==> config.mk <==
export PLATFORM = sky130hd
export DESIGN_NAME = irq_pend_ctrl_flat
export DESIGN_NICKNAME = d
export VERILOG_FILES = /design/src/rtl/irq_pend_ctrl_pkg.sv /design/src/rtl/irq_pend_ctrl_if.sv /design/src/rtl/irq_pend_ctrl_edge_det.sv /design/src/rtl/irq_pend_ctrl.sv /design/src/flat_wrapper.sv
export SDC_FILE = /design/constraint.sdc
export NUM_CORES = 1
export LEC_CHECK = 0
export ABC_CLOCK_PERIOD_IN_PS = 1300
export CELL_PAD_IN_SITES_DETAIL_PLACEMENT = 2
export CELL_PAD_IN_SITES_GLOBAL_PLACEMENT = 2
export CORE_ASPECT_RATIO = 0.7
export CORE_MARGIN = 2
export CORE_UTILIZATION = 22
export CTS_CLUSTER_DIAMETER = 80
export CTS_CLUSTER_SIZE = 10
export DETAILED_ROUTE_END_ITERATION = 6
export PLACE_DENSITY = 0.8
export SLEW_MARGIN = 5
export SYNTH_ARGS = -nofsm -noshare
export SYNTH_HDL_FRONTEND = slang
export SYNTH_SLANG_ARGS = --single-unit
export TNS_END_PERCENT = 5
==> constraint.sdc <==
create_clock -name clk -period 1.3 [get_ports clk]
set_input_delay 0.195 -clock clk [delete_from_list [all_inputs] [get_ports clk]]
set_output_delay 0.195 -clock clk [all_outputs]
set_load 0.01 [all_outputs]
==> src/rtl/irq_pend_ctrl_pkg.sv <==
// Shared constants, FSM state type and counter sizing helper for the
// interrupt pending controller.
package irq_pkg;

    localparam int N_IRQ  = 8;
    localparam int CODE_W = 3;

    typedef enum logic [1:0] {
        IDLE = 2'd0,
        ARB  = 2'd1,
        REQ  = 2'd2
    } state_e;

    // Width of a counter that must hold 0..t-1; never narrower than one bit.
    function automatic int cnt_width(input int unsigned t);
        cnt_width = (t < 2) ? 1 : $clog2(t);
    endfunction

endpackage

==> src/rtl/irq_pend_ctrl_if.sv <==
// Encoder link and CPU vector handshake of the interrupt pending controller.
// master = controller side, slave = encoder/CPU side.
interface irq_pend_ctrl_if;
    import irq_pkg::*;

    logic [N_IRQ-1:0]  enc_i_o;
    logic              enc_en_o;
    logic [CODE_W-1:0] enc_code_i;
    logic              irq_req_o;
    logic [CODE_W-1:0] irq_vec_o;
    logic              irq_ack_i;

    modport master (
        output enc_i_o, enc_en_o, irq_req_o, irq_vec_o,
        input  enc_code_i, irq_ack_i
    );

    modport slave (
        input  enc_i_o, enc_en_o, irq_req_o, irq_vec_o,
        output enc_code_i, irq_ack_i
    );

endinterface

==> src/rtl/irq_pend_ctrl_edge_det.sv <==
// Per-line set-pulse generator: optional 2-flop synchronizer (IRQ_SYNC_EN)
// followed by rising-edge (EDGE_MODE=1) or level (EDGE_MODE=0) detection.
module irq_edge_det
    import irq_pkg::*;
#(
    parameter int EDGE_MODE = 1
) (
    input  logic             clk,
    input  logic             rst_n,
    input  logic [N_IRQ-1:0] irq_i,
    output logic [N_IRQ-1:0] set_o
);

    logic [N_IRQ-1:0] line;

`ifdef IRQ_SYNC_EN
    logic [N_IRQ-1:0] sync1_q;
    logic [N_IRQ-1:0] sync2_q;

    always_ff @(posedge clk or negedge rst_n) begin
        if (!rst_n) begin
            sync1_q <= '0;
            sync2_q <= '0;
        end else begin
            sync1_q <= irq_i;
            sync2_q <= sync1_q;
        end
    end

    assign line = sync2_q;
`else
    assign line = irq_i;
`endif

    if (EDGE_MODE != 0) begin : g_edge
        logic [N_IRQ-1:0] hist_q;

        always_ff @(posedge clk or negedge rst_n) begin
            if (!rst_n) hist_q <= '0;
            else        hist_q <= line;
        end

        assign set_o = line & ~hist_q;
    end else begin : g_level
        assign set_o = line;
    end

endmodule

==> src/rtl/irq_pend_ctrl.sv <==
// Sticky pending register, mask, external 8:3 encoder hand-off and one-at-a-time
// req/ack vector issue to the CPU. Build option: IRQ_SYNC_EN (input synchronizer).
module irq_pend_ctrl
    import irq_pkg::*;
#(
    parameter int          EDGE_MODE   = 1,
    parameter int unsigned ACK_TIMEOUT = 0
) (
    input  logic             clk,
    input  logic             rst_n,
    input  logic [N_IRQ-1:0] irq_in,
    input  logic [N_IRQ-1:0] irq_mask,
    output logic [N_IRQ-1:0] pend_o,
    irq_pend_ctrl_if.master  bus
);

    localparam int CNT_W = cnt_width(ACK_TIMEOUT);
    localparam logic [CNT_W-1:0] TO_LAST =
        (ACK_TIMEOUT == 0) ? '0 : CNT_W'(ACK_TIMEOUT - 1);

    state_e            state_q, state_d;
    logic [N_IRQ-1:0]  pend_q,  pend_d;
    logic [CODE_W-1:0] vec_q,   vec_d;
    logic [CNT_W-1:0]  cnt_q,   cnt_d;
    logic [N_IRQ-1:0]  set;
    logic [N_IRQ-1:0]  clr;
    logic              timeout_hit;

    irq_edge_det #(.EDGE_MODE(EDGE_MODE)) u_edge_det (
        .clk   (clk),
        .rst_n (rst_n),
        .irq_i (irq_in),
        .set_o (set)
    );

    assign timeout_hit = (ACK_TIMEOUT != 0) && (cnt_q == TO_LAST);

    always_comb begin
        state_d = state_q;
        vec_d   = vec_q;
        cnt_d   = '0;
        clr     = '0;
        case (state_q)
            IDLE: if (|bus.enc_i_o) state_d = ARB;
            // Entry to ARB implies a non-empty request set, so code 0 is line 0.
            ARB: begin
                vec_d   = bus.enc_code_i;
                state_d = REQ;
            end
            REQ: begin
                if (bus.irq_ack_i) begin
                    clr     = N_IRQ'(1) << vec_q;
                    state_d = IDLE;
                end else if (timeout_hit) begin
                    state_d = IDLE;
                end else begin
                    cnt_d = cnt_q + 1'b1;
                end
            end
            default: state_d = IDLE;
        endcase
        // A new set arriving with the ack of the same line keeps it pending.
        pend_d = (pend_q & ~clr) | set;
    end

    always_ff @(posedge clk or negedge rst_n) begin
        if (!rst_n) begin
            state_q <= IDLE;
            pend_q  <= '0;
            vec_q   <= '0;
            cnt_q   <= '0;
        end else begin
            state_q <= state_d;
            pend_q  <= pend_d;
            vec_q   <= vec_d;
            cnt_q   <= cnt_d;
        end
    end

    assign bus.enc_i_o   = pend_q & ~irq_mask;
    assign bus.enc_en_o  = (state_q == ARB);
    assign bus.irq_req_o = (state_q == REQ);
    assign bus.irq_vec_o = vec_q;
    assign pend_o        = pend_q;

endmodule

==> src/flat_wrapper.sv <==
// flat-port wrapper written by rule: the top's interface ports become plain ports
module irq_pend_ctrl_flat import irq_pkg::*;
#(
    parameter int          EDGE_MODE   = 1,
    parameter int unsigned ACK_TIMEOUT = 0
)
  (clk, rst_n, irq_in, irq_mask, pend_o, bus_enc_i_o, bus_enc_en_o, bus_irq_req_o, bus_irq_vec_o, bus_enc_code_i, bus_irq_ack_i);
  irq_pend_ctrl_if bus_i ();
  input  logic clk;
  input  logic rst_n;
  input  logic [N_IRQ-1:0] irq_in;
  input  logic [N_IRQ-1:0] irq_mask;
  output logic [N_IRQ-1:0] pend_o;
  output wire logic [$bits(bus_i.enc_i_o)-1:0] bus_enc_i_o;
  output wire logic [$bits(bus_i.enc_en_o)-1:0] bus_enc_en_o;
  output wire logic [$bits(bus_i.irq_req_o)-1:0] bus_irq_req_o;
  output wire logic [$bits(bus_i.irq_vec_o)-1:0] bus_irq_vec_o;
  input wire logic [$bits(bus_i.enc_code_i)-1:0] bus_enc_code_i;
  input wire logic [$bits(bus_i.irq_ack_i)-1:0] bus_irq_ack_i;
  assign bus_enc_i_o = bus_i.enc_i_o;
  assign bus_enc_en_o = bus_i.enc_en_o;
  assign bus_irq_req_o = bus_i.irq_req_o;
  assign bus_irq_vec_o = bus_i.irq_vec_o;
  assign bus_i.enc_code_i = bus_enc_code_i;
  assign bus_i.irq_ack_i = bus_irq_ack_i;
  irq_pend_ctrl #(.EDGE_MODE(EDGE_MODE), .ACK_TIMEOUT(ACK_TIMEOUT)) u_core (.clk(clk), .rst_n(rst_n), .irq_in(irq_in), .irq_mask(irq_mask), .pend_o(pend_o), .bus(bus_i));
endmodule
## Word level (Yosys, flattened, before mapping)

Index checks and enable logic that the tools add are counted.

- Register bits after elaboration: 21
- Input port bits: 22
- Output and inout port bits: 21

- Equal/unequal tests: 4
- Shifts and indexed selects: 1
- Bitwise gates (word level): 7
- Reductions and logical operators: 3
- Mux-type cells: 5

Operators by type and width:

| kind | count |
|---|---|
| AND 8 bit | 3 |
| NOT 8 bit | 3 |
| two-way mux 8 bit | 2 |
| bitwise OR 8 bit | 1 |
| OR reduction 8 bit | 1 |
| << shifter 1 x 3 -> 8 bit, first input constant | 1 |
| one-hot mux 2 bit (3 select lines) | 1 |
| two-way mux 2 bit | 2 |
| inequality test 2 x 1 -> 1 bit, second input constant | 2 |
| equality test 2 x 1 -> 1 bit, second input constant | 1 |
| equality test 2 bit, second input constant | 1 |
| zero test 2 bit | 1 |
| AND reduction 2 bit | 1 |

## Logic depth before layout (Yosys ltp)

- Word-level depth: 6
- Mapped depth: 3
- Gate-level depth less buffers: 3

## By module

From an unflattened synthesis, not the netlist that was laid out.

- Cells, all modules: 72
- Area, all modules: 922.1 um^2

By module, submodules not included:

| module | cells each | sequential area each (um^2) | area an instance (um^2) | times used |
|---|---|---|---|---|
| irq_pend_ctrl | 56 | 325.3 | 611.8 | 1 |
| irq_edge_det | 16 | 200.2 | 310.3 | 1 |

## Worst setup path after synthesis

Ideal clock, no wire load.

- Path kind: flip-flop to flip-flop
- Start: reg u_core.pend_q[0], in the netlist u_core.pend_o[0]
- End: reg u_core.state_q[0]
- Stages on the path, launching flop included: 4
- Slack: 0.230 ns
- Library setup time: 0.136 ns
- Buffers on the path: 0
- Arrival time: 0.934 ns
- Period minus slack after synthesis: 1.070 ns
- Required time: 1.164 ns
- Cell sequence: dfrtp_1 -> nor2b_1 -> nor4_1 -> a211oi_1

- Word-level cells in the longest chain between the ends: 4

Ends and longest elaborated chain:

| what | RTL line | source |
|---|---|---|
| start: declaration | irq_pend_ctrl.sv:22 | `logic [N_IRQ-1:0] pend_q, pend_d;` |
| start signal: assignment | irq_pend_ctrl.sv:74 | `pend_q <= pend_d;` |
| AND 8 bit | irq_pend_ctrl.sv:80 | `assign bus.enc_i_o = pend_q & ~irq_mask;` |
| via bus_enc_i_o[0] | flat_wrapper.sv:14 | `output wire logic [$bits(bus_i.enc_i_o)-1:0] bus_enc_i_o;` |
| OR reduction 8 bit | irq_pend_ctrl.sv:44 | `IDLE: if (\|bus.enc_i_o) state_d = ARB;` |
| inequality test 2 x 1 -> 1 bit (no line) | - |  |
| AND reduction 2 bit (no line) | - |  |
| end signal: assignment | irq_pend_ctrl.sv:73 | `state_q <= state_d;` |
| end: declaration | irq_pend_ctrl.sv:21 | `state_e state_q, state_d;` |

The timed path passes the listed nets, and every way through them passes these cells.
A chain may end at the register's enable or synchronous reset.

## Worst setup path after layout

- Start: reg u_core.state_q[0]
- End: reg u_core.pend_q[4], in the netlist u_core.pend_o[4]

- Word-level cells in the longest chain between the ends: 5

Ends and longest elaborated chain:

| what | RTL line | source |
|---|---|---|
| equality test 2 bit | irq_pend_ctrl.sv:43 | `case (state_q)` |
| two-way mux 8 bit | irq_pend_ctrl.sv:43 |  |
| NOT 8 bit | irq_pend_ctrl.sv:63 | `pend_d = (pend_q & ~clr) \| set;` |
| AND 8 bit | irq_pend_ctrl.sv:63 |  |
| bitwise OR 8 bit | irq_pend_ctrl.sv:63 |  |
| via u_core.pend_d[4] | irq_pend_ctrl.sv:22 |  |

The timed path passes the listed nets, and every way through them passes these cells.

==> results.py <==
metrics = {
    "job": {
        "cap_violations": 0,
    },
    "grt": {
        "use_met3_pct": 5.39,
        "top_usage_layer": "met2",
        "grtUsageMet1_pct": 18.4,
        "grt_overflow": 0,
        "grt_use_total_pct": 16.7,
        "grt_max_degree": 22,
        "antenna_found_initial": 0,
        "grt_pass1_vias": 951,
        "grtUsageMet2_pct": 30.1,
        "grt_pass1_wl_um": 5340,
    },
    "placement": {
        "dpl.cell_count": 179,
        "dp_hpwl_um": 2680,
        "io_buffers": 42,
        "gp_congestion": 0.726,
    },
    "synthesis": {
        "netlist_area_sq_um": 833,
        "netlist_top_cells_area": "dfrtp_1 (63%), o21ai_0 (7.8%), nor2b_1 (6.0%)",
        "postSynthCellCount": 69,
        "yosys.area.top_type_share_pct": 63.1,
        "synth.yosys.seq_area_share_pct": 63.1,
        "synthArstFlopShare_pct": 100,
        "synth_common_cells": "dfrtp_1 (21), o21ai_0 (13), inv_1 (9)",
        "synth-seq-cells": 21,
        "synth_flop_cell": "dfrtp_1",
        "synth_edf_count": 0,
        "synth_cell_types": 17,
        "syn_avg_cell_area_sq_um": 12.1,
        "yosysTopAreaCell": "dfrtp_1",
        "yosysMostFrequentCell": "dfrtp_1",
        "ys_warn_count": 0,
        "synth.net_count": 91,
    },
    "die": {
        "die_y_um": 55.5,
        "die_w_um": 77.6,
        "ios": 43,
        "rows": 18,
        "initial_core_util_pct": 23.3,
        "die_area_sq_mm": 0.00430,
        "coreArea_sq_mm": 0.00358,
    },
    "clock_network": {
        "h-tree-depth": 1,
        "cts_setup_buffers": 0,
        "clock_latency_ps": 260,
        "cts_tree": "built",
        "clockBufferDepth": 2,
        "numClockSinks": 21,
        "cts_buffers": 3,
        "path_clk_slew_ps": 80,
        "root_buffer": "clkbuf_8",
        "ctsHoldBuffers": 0,
    },
    "power_and_ir_drop": {
        "p_sw_uw": 883,
        "power.density_mw_per_mm2": 1660,
        "intPower_mw": 1.68,
        "p_comb_share_pct": 47.8,
        "finalPower_mw": 2.56,
        "sw_frac_of_total_pct": 34.5,
        "power_leakage_nw": 0.695,
        "power_frac_seq_pct": 35.6,
        "p_clk_share_pct": 16.6,
        "vdd_drop_max_mv": 0.470,
    },
    "status": {
        "status": "finished, violations left",
        "violations": "negative setup slack",
    },
    "worst_hold_path": {
        "min_path_type": "in2async",
    },
    "timing": {
        "rsz0062_at_grt": "true",
        "tightest_slew_ps": 317,
        "fin_setup_tns_ps": -1.17,
        "hold_violations": 0,
        "finalCritPeriodShare_pct": 100,
        "drv_slew": 0,
        "worst_hold_slack_ps": 282,
        "fin_ws_ps": -1.17,
        "maxSlewHeadroom_pct": 78.7,
        "clock_skew_ps": 1.84,
        "max_clock_freq_ghz": 0.769,
        "period_needed_ps": 1300,
        "setup_viol": 1,
    },
    "routing": {
        "viasPerCell": 4.39,
        "firstDrtPassIters": 4,
        "vias": 804,
        "drc": 0,
        "drtAntennaViolNets": 0,
        "routed_wl_um": 3410,
        "drt_iter0_markers": 50,
        "wire_per_inst_um": 18.6,
    },
    "critical_path": {
        "cp.arrival_ps": 1440,
        "critPathRequiredTime_ps": 1440,
        "cp-start-kind": "register",
        "critPathMaxFanout": 4,
        "crit_type": "reg2reg",
        "worstSetupEndpointType": "register",
    },
    "final_layout": {
        "final_layout_size_suffix_gt1_share_pct": 34.6,
        "antenna-diode-count": 0,
        "instances_no_fill": 183,
        "fillers": 369,
        "utilization_pct": 43.0,
        "finalNetCount": 156,
        "area_growth_pct": 84.7,
    },
}
## per-layer routing
layer  wire [um]  vias to the layer above  part of all wire, %
met5           0                        -                    0
met4          60                        0                  1.8
met3         191                        7                  5.6
met2        1800                       26                   53
met1        1360                      412                   40
li1            -                      359                    -
## registers in the layout, indices dropped and copies added (netlist names)
signal and flops:
u_core.bus.irq_vec_o 3, u_core.pend_o 8, u_core.state_q 2, u_core.u_edge_det.g_edge.hist_q 8
## power by group through the flow
stage               clock network [mW]  registers (mW)  logic, mW
floorplan                            0           0.964      0.396
global placement                     0           0.889       1.14
detailed placement                   0           0.917       1.22
CTS                              0.447           0.906       1.19
global route                     0.476           0.931       1.30
finish                           0.426           0.912       1.22
## repair_timing
action	4_1_cts	5_1_grt
setup endpoints to repair	29	19
gates resized for setup	46	20
pin swaps	0	0
## cell usage in the layout (no fill, tap or decap), types with 3 or more instances in the layout
cell,count
dfrtp_1,21
nor2b_4,4
inv_1,9
nor2b_2,4
o21ai_0,8
clkdlybuf4s50_1,21
mux2_4,3
buf_4,18
o21ai_1,6
clkdlybuf4s15_2,3
clkbuf_8,3
dlygate4sd2_1,6
clkdlybuf4s15_1,8
## worst paths after layout
kind	cells after the start	startpoint	to	slack, ps
max in group asynchronous	2	rst_n	u_core.bus.irq_vec_o[2]$_DFFE_PN0P_	800
min	2	rst_n	u_core.pend_o[2]$_DFF_PN0_	280
min in group clk	1	irq_in[4]	u_core.u_edge_det.g_edge.hist_q[4]$_DFF_PN0_	400
max reg2reg	4	u_core.state_q[0]$_DFFE_PN0P_	u_core.pend_o[4]$_DFF_PN0_	-1
max	4	u_core.state_q[0]$_DFFE_PN0P_	u_core.pend_o[4]$_DFF_PN0_	-1
min reg2reg	1	u_core.u_edge_det.g_edge.hist_q[0]$_DFF_PN0_	u_core.pend_o[0]$_DFF_PN0_	420
## logic make-up (layout without fill, tap and decap cells)
logic type | Yosys count | count (layout) | share of synthesized area, %
and+or+nand+nor | 17 | 17 | 14.0
buffers and inverters | 10 | 74 | 5.41
DFF | 21 | 21 | 63.1
muxes | 3 | 3 | 5.41
AOI/OAI and AO/OA | 18 | 18 | 12.2
## area by class of cell
| type | count | area, sq um | share of cell area, % |
|---|---|---|---|
| clock buffers | 3 | 41.3 | 2.68 |
| flip-flops and latches | 21 | 526 | 34.1 |
| repair buffers | 61 | 543 | 35.3 |
| multi-input cells | 38 | 328 | 21.3 |
| inverters | 9 | 33.8 | 2.20 |
| clock inverters | 1 | 5.00 | 0.325 |
| well taps | 50 | 62.6 | 4.07 |
## worst max-delay path, stage by stage, from the launching register on
cell and delay, ps:
dfrtp_1 420, buf_6 140, nand4b_1 260, o31ai_1 270, o21ai_1 110
## metrics by stage
stage	cell area [sq um]	setup WS, ps
6_report	1540	-1.17
5_1_grt	1540	-110
4_1_cts	1520	-54.9
3_5_place_dp	1450	-257
3_3_place_gp	1450	-192
2_1_floorplan	833	230
(Power assumes the default switching activity.)
